`src/rtl/uart_tx_arbiter.sv`:
```
// 4-requester round-robin arbiter feeding a UART transmitter.
// Frame: start(0), 8 data bits LSB first, even parity, stop(1); each bit CLKS_PER_BIT cycles.
//
// Ports:
//   clk        - clock, rising edge
//   rst_n      - asynchronous active-low reset
//   req        - level request per requester 0..3
//   req_data   - byte for requester i on [8i+7:8i]
//   gnt        - one-hot 1-cycle pulse, requester whose byte was accepted
//   u_tx       - registered serial line, idle high
//   busy       - high while a frame is on u_tx
//   active_id  - owner of the current or most recent frame
//   tx_done    - 1-cycle pulse at frame end
module uart_tx_arbiter #(
  parameter int unsigned CLKS_PER_BIT = 4
) (
  input  logic        clk,
  input  logic        rst_n,
  input  logic [3:0]  req,
  input  logic [31:0] req_data,
  output logic [3:0]  gnt,
  output logic        u_tx,
  output logic        busy,
  output logic [1:0]  active_id,
  output logic        tx_done
);

  localparam int unsigned BaudW = $clog2(CLKS_PER_BIT);
  localparam logic [BaudW-1:0] BaudLast = BaudW'(CLKS_PER_BIT - 1);

  typedef enum logic [2:0] {StIdle, StStart, StData, StParity, StStop} state_e;

  state_e           state_q;
  logic [BaudW-1:0] baud_q;
  logic [2:0]       bit_q;
  logic [7:0]       shift_q;
  logic             parity_q;
  logic [1:0]       ptr_q;

  // Round-robin search starting at ptr_q (one past the last winner).
  logic       win_found;
  logic [1:0] win_idx;
  logic [1:0] cand;
  logic [7:0] win_byte;

  always_comb begin
    win_found = 1'b0;
    win_idx   = ptr_q;
    cand      = ptr_q;
    for (int k = 0; k < 4; k++) begin
      cand = ptr_q + 2'(k);
      if (!win_found && req[cand]) begin
        win_found = 1'b1;
        win_idx   = cand;
      end
    end
    win_byte = req_data[{win_idx, 3'b000} +: 8];
  end

  logic baud_last;
  assign baud_last = (baud_q == BaudLast);

  always_ff @(posedge clk or negedge rst_n) begin
    if (!rst_n) begin
      state_q   <= StIdle;
      baud_q    <= '0;
      bit_q     <= '0;
      shift_q   <= '0;
      parity_q  <= 1'b0;
      ptr_q     <= '0;
      gnt       <= '0;
      u_tx      <= 1'b1;
      busy      <= 1'b0;
      active_id <= '0;
      tx_done   <= 1'b0;
    end else begin
      gnt     <= '0;
      tx_done <= 1'b0;
      unique case (state_q)
        StIdle: begin
          if (win_found) begin
            shift_q   <= win_byte;
            parity_q  <= ^win_byte;
            active_id <= win_idx;
            gnt       <= 4'b0001 << win_idx;
            ptr_q     <= win_idx + 2'd1;
            u_tx      <= 1'b0;
            busy      <= 1'b1;
            baud_q    <= '0;
            state_q   <= StStart;
          end
        end
        StStart: begin
          if (baud_last) begin
            baud_q  <= '0;
            bit_q   <= '0;
            u_tx    <= shift_q[0];
            state_q <= StData;
          end else begin
            baud_q <= baud_q + 1'b1;
          end
        end
        StData: begin
          if (baud_last) begin
            baud_q <= '0;
            bit_q  <= bit_q + 3'd1;  // wraps 7 -> 0 on the last data bit
            if (bit_q == 3'd7) begin
              u_tx    <= parity_q;
              state_q <= StParity;
            end else begin
              // Shift so the next data bit sits at index 1 of the old value.
              shift_q <= {1'b0, shift_q[7:1]};
              u_tx    <= shift_q[1];
            end
          end else begin
            baud_q <= baud_q + 1'b1;
          end
        end
        StParity: begin
          if (baud_last) begin
            baud_q  <= '0;
            u_tx    <= 1'b1;
            state_q <= StStop;
          end else begin
            baud_q <= baud_q + 1'b1;
          end
        end
        StStop: begin
          if (baud_last) begin
            baud_q  <= '0;
            busy    <= 1'b0;
            tx_done <= 1'b1;
            state_q <= StIdle;
          end else begin
            baud_q <= baud_q + 1'b1;
          end
        end
        default: state_q <= StIdle;
      endcase
    end
  end

endmodule

```
`config.mk`:
```
export PLATFORM = sky130hd
export DESIGN_NAME = uart_tx_arbiter
export DESIGN_NICKNAME = d
export VERILOG_FILES = /design/src/rtl/uart_tx_arbiter.sv
export SDC_FILE = /design/constraint.sdc
export NUM_CORES = 1
export LEC_CHECK = 0
export CORE_MARGIN = 2
export CORE_UTILIZATION = 49
export DETAILED_ROUTE_END_ITERATION = 8
export PLACE_DENSITY = 0.8
export SLEW_MARGIN = 15
export SYNTH_ARGS = -nofsm -noshare
export SYNTH_HDL_FRONTEND = slang
export SYNTH_SLANG_ARGS = --single-unit
```
`constraint.sdc`:
```
create_clock -name clk -period 3.63 [get_ports clk]
set_clock_uncertainty 0.2 [all_clocks]
set_input_delay 0.726 -clock clk [delete_from_list [all_inputs] [get_ports clk]]
set_output_delay 0.726 -clock clk [all_outputs]
set_load 0.02 [all_outputs]
```
# Yosys cells after proc, flatten, opt, wreduce, memory -nomap -nowiden
# Cells that the tools add are included.
[word_totals] latch_bits=0 mem_count=0 input_bits=38 ram_bits=0 ff_bits=28 rom_bits=0 wordCells=101 out_inout_bits=9
[op_classes] n_lt_le_gt_ge=4 eq_ne=13 div_mod_pow=0 add_sub_neg=6 n_shift=2 bitwise=0 n_reduce_logical=21 n_mux=44 multipliers=0
[op_table] cell="32-bit by 6-bit indexed part select with 8-bit output" count=1
[op_table] cell="8-bit two-way mux" count=3
[op_table] cell="3-bit two-way mux" count=7
[op_table] cell="1-bit two-way mux" count=17
[op_table] cell="8-bit one-hot mux with 2 select lines" count=1
[op_table] cell="3-bit one-hot mux with 5 select lines" count=1
[op_table] cell="2-bit inequality test, second input constant" count=7
[op_table] cell="2-bit by 3-bit < comparator with 1-bit output, second input constant" count=4
[op_table] cell="2-bit two-way mux" count=5
[op_table] cell="1-bit binary-select mux with 2-bit select" count=4
[op_table] cell="4-bit two-way mux" count=2
[op_table] cell="2-bit nonzero test" count=4
[op_table] cell="8-bit XOR reduction" count=1
[op_table] cell="2-bit by 1-bit adder with 2-bit output, second input constant" count=3
[op_table] cell="3-bit by 2-bit equality test with 1-bit output, second input constant" count=2
[op_table] cell="3-bit equality test, second input constant" count=2
[op_table] cell="3-bit one-hot mux with 2 select lines" count=1
[op_table] cell="3-bit AND reduction" count=2
[op_table] cell="6-bit AND reduction" count=1
[op_table] cell="5-bit AND reduction" count=1
[op_table] cell="2-bit adder, second input constant" count=2
[op_table] cell="1-bit one-hot mux with 4 select lines" count=1
[op_table] cell="2-bit one-hot mux with 2 select lines" count=1
[op_table] cell="2-bit AND reduction" count=2
[op_table] cell="other kinds (11)" count=15

# Logic depth before layout (Yosys ltp)
# Gate-level depths: netlist of the first run.
[depth] word_depth=15 depth_mapped=11 ltp_nobuf=9

# Worst setup path before layout of the first run
# Ideal clock, no wire load.
[synth_path] path_kind="input -> register" from="input port req[0]" to="register parity_q" path_buffers=1 arrival_ps=2849 path_slack_ps=489 path_stages=9 setup_ps=92 cell_sequence="nor2b_1 > or4_1 > buf_2 > and3_1 > a211o_1 > a211o_1 > a211o_1 > and4_4 > o31ai_2"
[synth_between] elab_chain_cells=14
[synth_lines] element="start, declared" line_no="19" rtl="input logic [3:0] req,"
[synth_lines] element="1-bit binary-select mux with 2-bit select" line_no="52" rtl="if (!win_found && req[cand]) begin"
[synth_lines] element="1-bit two-way mux (not written as such)" line_no="52"
[synth_lines] element="1-bit two-way mux" line_no="52"
[synth_lines] element="1-bit logical NOT" line_no="52"
[synth_lines] element="1-bit logical AND" line_no="52"
[synth_lines] element="1-bit two-way mux" line_no="52"
[synth_lines] element="1-bit logical NOT" line_no="52"
[synth_lines] element="1-bit logical AND" line_no="52"
[synth_lines] element="1-bit two-way mux" line_no="52"
[synth_lines] element="1-bit logical NOT" line_no="52"
[synth_lines] element="1-bit logical AND" line_no="52"
[synth_lines] element="2-bit two-way mux" line_no="52"
[synth_lines] element="32-bit by 6-bit indexed part select with 8-bit output" line_no="57" rtl="win_byte = req_data[{win_idx, 3'b000} +: 8];"
[synth_lines] element="8-bit XOR reduction" line_no="83" rtl="parity_q <= ^win_byte;"
[synth_lines] element="end signal, assigned" line_no="83"
[synth_lines] element="end, declared" line_no="37" rtl="logic parity_q;"
# Parallel ways exist; a longest one is shown, timed or not. The select of a mux whose other input is x is not followed.
# A chain may end at the register's enable or synchronous reset.

# Final worst setup path of the first run
# Same ends and word-level chain as after synthesis.

==> results.toml, run 1 <==
[cts]
ctsRootBufferMaster = "clkbuf_8"
clock_latency_ps = 270
numCtsBuffers = 3
clockBufferDepth = 2
cts_setup_buffers = 0
cts_tree = "done"
htree_levels = 1
cts.sinks = 28
cts.clk_slew.worst_paths_ps = 90
post_cts_resized = 0
postCtsHoldBufs = 0

[drt]
ant_nets = 0
drt_wl_total_um = 4390
drc_errors = 0
vias = 1808
drt_iter0_markers = 176
first_pass_iters = 6
wl_per_cell_um = 13.6
via_per_inst = 5.58

[cells_and_area]
fin_util_pct = 70.4
antenna_cells_inserted = 0
nNetsFinal = 322
drive_above_1_share_pct = 13.4
area_growth_syn_to_layout_pct = 39.7
fin_area_mm2 = 0.00254

[sta]
worstMarginPinSlew_ps = 695
slew_violations = 0
fmax_mhz = 292
fin_setup_tns_ps = 0
min_period_over_period_pct = 94.5
rsz0062_at_grt = "false"
timing.final.crit_period_ps = 3430
slew_headroom_pct = 53.5
hold_viol = 0
final-setup-viol-count = 0

[status]
status = "finished clean"

[job]
maxCapViolCount = 0

[placement]
placed_area_mm2 = 0.00248
dp_hpwl_um = 3510
gp_congestion = 0.805
numPortBuffers = 46

[power]
peakVddDrop_mv = 0.268
powerDensity_mw_per_mm2 = 721
power.total_mw = 1.83
p_leak_nw = 1.13

[min_path]
whs_path_depth = 2
holdPathEnd = "shift_q[0]"
holdCritStartpoint = "shift_q[0]"
min_path_type = "flip-flop to flip-flop"

[worst_setup_path]
crit_type = "primary input to flip-flop"
crit_path_max_fanout = 11
rrSetupSlack_ps = 660
crit_arrival_ps = 3400
reg2reg_from = "ptr_q[1]"
end_kind = "flip-flop"
rr_endpoint = "parity_q"
cp_data_required_time_ps = 3600
r2r_cells = 9
startpoint_type = "primary input"

[grt]
grt-ovfl-total = 0
track_usage_pct = 23.2
grt_pass1_vias = 1795
grt_max_degree = 29
antenna_found_initial = 0
grt_pass1_wl_um = 7710

[floorplan]
num_rows = 22
core_area_mm2 = 0.00361
io_pins = 47
die-area_mm2 = 0.00421
die_w_um = 64.9
dieHeight_um = 64.9
start_util_pct = 50.4

[synthesis]
syn_avg_cell_area_um2 = 8.53
synth_cell_type_count = 40
yosys_register_bits = 28
syn_area_mm2 = 0.00182
ys_warn_count = 0
synth_nets = 258
yosysSeqAreaShare_pct = 38.6
synthCells = 213
==> sequential cells by signal (all words and copies together), names as in the netlist <==
signal,flops
active_id,2
shift_q,8
tx_done,1
baud_q,2
u_tx,1
gnt,4
state_q,3
parity_q,1
ptr_q,2
bit_q,3
busy,1
==> worst max-delay path by stage <==
stage                start  endpoint  depth (start not counted)
floorplan           req[0]  parity_q                          9
global placement    req[0]  parity_q                         10
detailed placement  req[0]  parity_q                         10
CTS                 req[0]  parity_q                         10
global route        req[3]  parity_q                         10
finish              req[0]  parity_q                         10
==> report_power, final <==
group	total, mW	switching (mW)	internal [mW]
registers	0.560	0.121	0.439
clock network	0.191	0.0934	0.0971
logic	1.08	0.549	0.531
==> cell type report <==
class                      count  area (µm²)
clock buffer                   4        55.1
inverter                       5        18.8
tap                           48        60.1
sequential                    28         702
fill                         295        1070
multi-input combinational    166        1040
timing repair buffer          73         663
==> critical path, cell delays in order <==
cell             delay [ps]
clkdlybuf4s50_1         430
nor2b_1                 150
or4_1                   610
buf_4                   220
and3_1                  170
a211oi_1                350
a211oi_1                120
a211o_1                 310
a22oi_1                 230
o31ai_2                  90
==> metrics by stage <==
step                      setup slack [ps]  hold WS [ps]  cells
final                                  200           285    324
after global routing                  17.1           325    324
after CTS                              217           289    324
after detailed placement             -72.4           267    320
after global placement               -24.6           257    320
after floorplan                        489           230    213
==> cells in the final DEF (no fill, tap or decap), types with 2 or more instances in the layout <==
master and n:
nand2_1 21, buf_4 27, a32o_1 2, nand3_1 11
dfrtp_1 27, a21oi_1 8, nor2b_1 5, a31oi_1 6
a211oi_1 10, nor2_1 7, o21ai_0 29, ha_1 7
mux2i_1 2, clkdlybuf4s50_1 46, nor4_1 2, o211ai_1 4
clkbuf_8 4, and2_1 7, o21a_1 2, and3_1 12
nor3_1 6, inv_1 5, a211o_1 7, o211a_1 2
==> kinds of logic (layout without fill, tap and decap cells) <==
kind of cell / Yosys count / count (layout) / synth area share [%]
AOI/OAI and AO/OA: 76 / 76 / 27.5
xor gates and xnor gates: 1 / 1 / 0.482
adders and majority gates: 7 / 7 / 4.82
buffers and inverters: 19 / 82 / 4.20
DFF: 28 / 28 / 38.6
muxes: 2 / 2 / 1.10
and+or+nand+nor: 80 / 80 / 23.3
==> synth_stat cells <==
library cell | n | area (µm²)
o21ai_0 | 29 | 145
dfrtp_1 | 27 | 676
nand2_1 | 21 | 78.8
and3_1 | 12 | 75.1
nand3_1 | 11 | 55.1
a211oi_1 | 10 | 75.1
clkbuf_1 | 10 | 37.5
a21oi_1 | 8 | 40.0
a211o_1 | 7 | 61.3
and2_1 | 7 | 43.8
ha_1 | 7 | 87.6
nor2_1 | 7 | 26.3
a31oi_1 | 6 | 37.5
nor3_1 | 6 | 30.0
inv_1 | 5 | 18.8
nor2b_1 | 5 | 31.3
buf_2 | 4 | 20.0
o211ai_1 | 4 | 30.0
a32o_1 | 2 | 20.0
mux2i_1 | 2 | 20.0
nor4_1 | 2 | 12.5
o211a_1 | 2 | 20.0
o21a_1 | 2 | 15.0
a22oi_1 | 1 | 7.51
a311oi_1 | 1 | 8.76
and2b_1 | 1 | 7.51
and3b_1 | 1 | 8.76
and4_4 | 1 | 11.3
dfstp_2 | 1 | 26.3
nand2b_1 | 1 | 6.26
nor3b_1 | 1 | 7.51
o221a_2 | 1 | 11.3
o22ai_1 | 1 | 6.26
o31ai_2 | 1 | 12.5
o32ai_1 | 1 | 8.76
or2_2 | 1 | 6.26
or3_1 | 1 | 6.26
or3b_2 | 1 | 8.76
or4_1 | 1 | 7.51
xor2_1 | 1 | 8.76
==> routing by layer <==
| metal | routed length (µm) | track usage, % | vias to the layer above |
|---|---|---|---|
| met5 | 0 | 0 | - |
| met3 | 158 | 2.60 | 5 |
| li1 | - | - | 920 |
| met2 | 2210 | 42.7 | 41 |
| met4 | 63 | 8.51 | 0 |
| met1 | 1960 | 27.6 | 842 |
Note: power is estimated with default switching activity, not from simulation.
==> inputs of run 2 (changes only) <==
Settings changed: CTS_CLUSTER_SIZE set to 16.
==> results of run 2 <==
Same layout as run 1: the final DEF is identical, and so are final timing and power.
==> inputs of run 3 (changes only) <==
Settings changed: CAP_MARGIN set to 0, CORE_ASPECT_RATIO set to 0.75.
==> results.toml, run 3 (synthesis gave the netlist of run 1 again) <==
[placement]
numPortBuffers = 46
gp_congestion = 0.779
dp_hpwl_um = 3740
placed_area_mm2 = 0.00250

[cells_and_area]
nFillCells = 296
fin_area_mm2 = 0.00258
area_growth_syn_to_layout_pct = 42.2
final_cell_mix = "clkdlybuf4s50_1, o21ai_0, buf_4, dfrtp_1, nand2_1"
largest_reg_flops = 8
nNetsFinal = 324
antenna_cells_inserted = 0
layout_commonest_cell = "clkdlybuf4s50_1"
regMostFlops = "shift_q"
top_regs = "shift_q (8), gnt (4)"
drive_above_1_share_pct = 14.7

[worst_setup_path]
slowest_stage = "or4_1"
cp_data_required_time_ps = 3620
startpoint_type = "primary input"
crit_type = "primary input to flip-flop"
crit_buf_inv = 1
cp_cell_sequence = "clkdlybuf4s50_1, nor2b_1, or4_1, and3_1, a211oi_1, o211ai_1, a211o_1, and4_4, o31ai_2"
crit_arrival_ps = 3520
crit_path_max_fanout = 6
slowest_delay_ps = 620
critPathTopFamily = "simple AND/OR/NAND/NOR gates"
end_kind = "flip-flop"

[floorplan]
start_util_pct = 50.3
die_w_um = 74.3
core_area_mm2 = 0.00361
io_pins = 47
die-area_mm2 = 0.00422
num_rows = 19
dieHeight_um = 56.7

[drt]
met1_length_um = 2260
drc_errors = 0
first_pass_iters = 4
via_per_inst = 5.56
ant_nets = 0
drt_wl_total_um = 4820
met3_length_um = 206
vias = 1836
drt_iter0_markers = 97
top_layer = "met4"
wl_met2_um = 2270
wl_per_cell_um = 14.6

[sta]
fmax_mhz = 283
timing.final.crit_period_ps = 3530
slew_headroom_pct = 68.7
final-setup-viol-count = 0
slew_violations = 0
min_period_over_period_pct = 97.2
rsz0062_at_grt = "false"
hold_viol = 0
worstMarginPinSlew_ps = 467

[status]
status = "finished clean"

[cts]
numCtsBuffers = 3
cts.clk_slew.worst_paths_ps = 80
clock_latency_ps = 290
cts_tree = "done"
ctsRootBufferMaster = "clkbuf_8"
htree_levels = 1
clockBufferDepth = 2
cts.sinks = 28
cts_setup_buffers = 0

[power]
peakVddDrop_mv = 0.386
powerDensity_mw_per_mm2 = 747
p_leak_nw = 1.15
power.total_mw = 1.93

[grt]
grt_max_degree = 29
track_usage_pct = 24.9
grt-ovfl-total = 0
grt_pass1_vias = 1764
antenna_found_initial = 0
grt_pass1_wl_um = 8100

[min_path]
min_path_type = "flip-flop to flip-flop"

[job]
maxCapViolCount = 0
-- run 3: changes by cell type in the layout (fill, tap and decap cells not counted) --
cell / change
a211oi_2: +2
buf_4: +2
bufinv_16: +1
a211oi_1: -2
clkbuf_8: -1
-- run 3: final timing paths --
path,end,slack (ps),depth (start not counted),start
worst min-delay path,shift_q[4],280,2,shift_q[4]
min in group asynchronous,baud_q[0],600,2,rst_n
max in group asynchronous,u_tx,2330,2,rst_n
worst max-delay path,parity_q,100,9,req[0]
worst min register to register,shift_q[4],280,2,shift_q[4]
worst max register to register,parity_q,560,9,ptr_q[1]
-- run 3: metal layers --
metal,GRT usage (%),up-vias
met5,0,-
met4,7.91,0
li1,-,925
met1,34.0,850
met2,40.7,52
met3,3.41,9
-- run 3: area by class of cell --
type                    count  area (µm²)  share of cell area, %
clock buffers               3        41.3                   1.60
inverters                   5        18.8                  0.726
well taps                  52        65.1                   2.52
flip-flops and latches     28         702                   27.2
clock inverters             1        30.0                   1.16
repair buffers             75         678                   26.2
multi-input cells         166        1050                   40.6
-- run 3: worst reg2reg max path, stage by stage, from the launching register on --
cell	delay, ps
dfrtp_1	460
nor3_1	320
or4_1	270
nand2_1	180
buf_4	210
a211oi_1	440
o211ai_1	210
a211o_1	310
and4_4	200
o31ai_2	170
-- run 3: per-stage QoR --
stage | setup TNS, ps | util (%) | hold WS [ps] | instances | setup WS, ps
finish | 0 | 71.5 | 284 | 330 | 102
global route | 0 | 71.5 | 335 | 330 | 1.77
CTS | 0 | 71.2 | 294 | 330 | 40.7
detailed placement | -165 | 69.3 | 274 | 326 | -165
global placement | -40.8 | 69.3 | 263 | 326 | -40.8
floorplan | 0 | - | 230 | 213 | 489
-- run 3: repair_timing --
| item | CTS | global route |
|---|---|---|
| setup endpoints to repair | 0 | 1 |
| gates resized for setup | 0 | 2 |
| hold buffers | 0 | 0 |
| endpoints found under the hold margin | 0 | 0 |
-- run 3: where the power goes --
| part | internal [mW] | total [mW] | switching (mW) |
|---|---|---|---|
| registers | 0.439 | 0.558 | 0.120 |
| logic | 0.542 | 1.12 | 0.583 |
| clock network | 0.148 | 0.247 | 0.0991 |
| total | 1.13 | 1.93 | 0.802 |
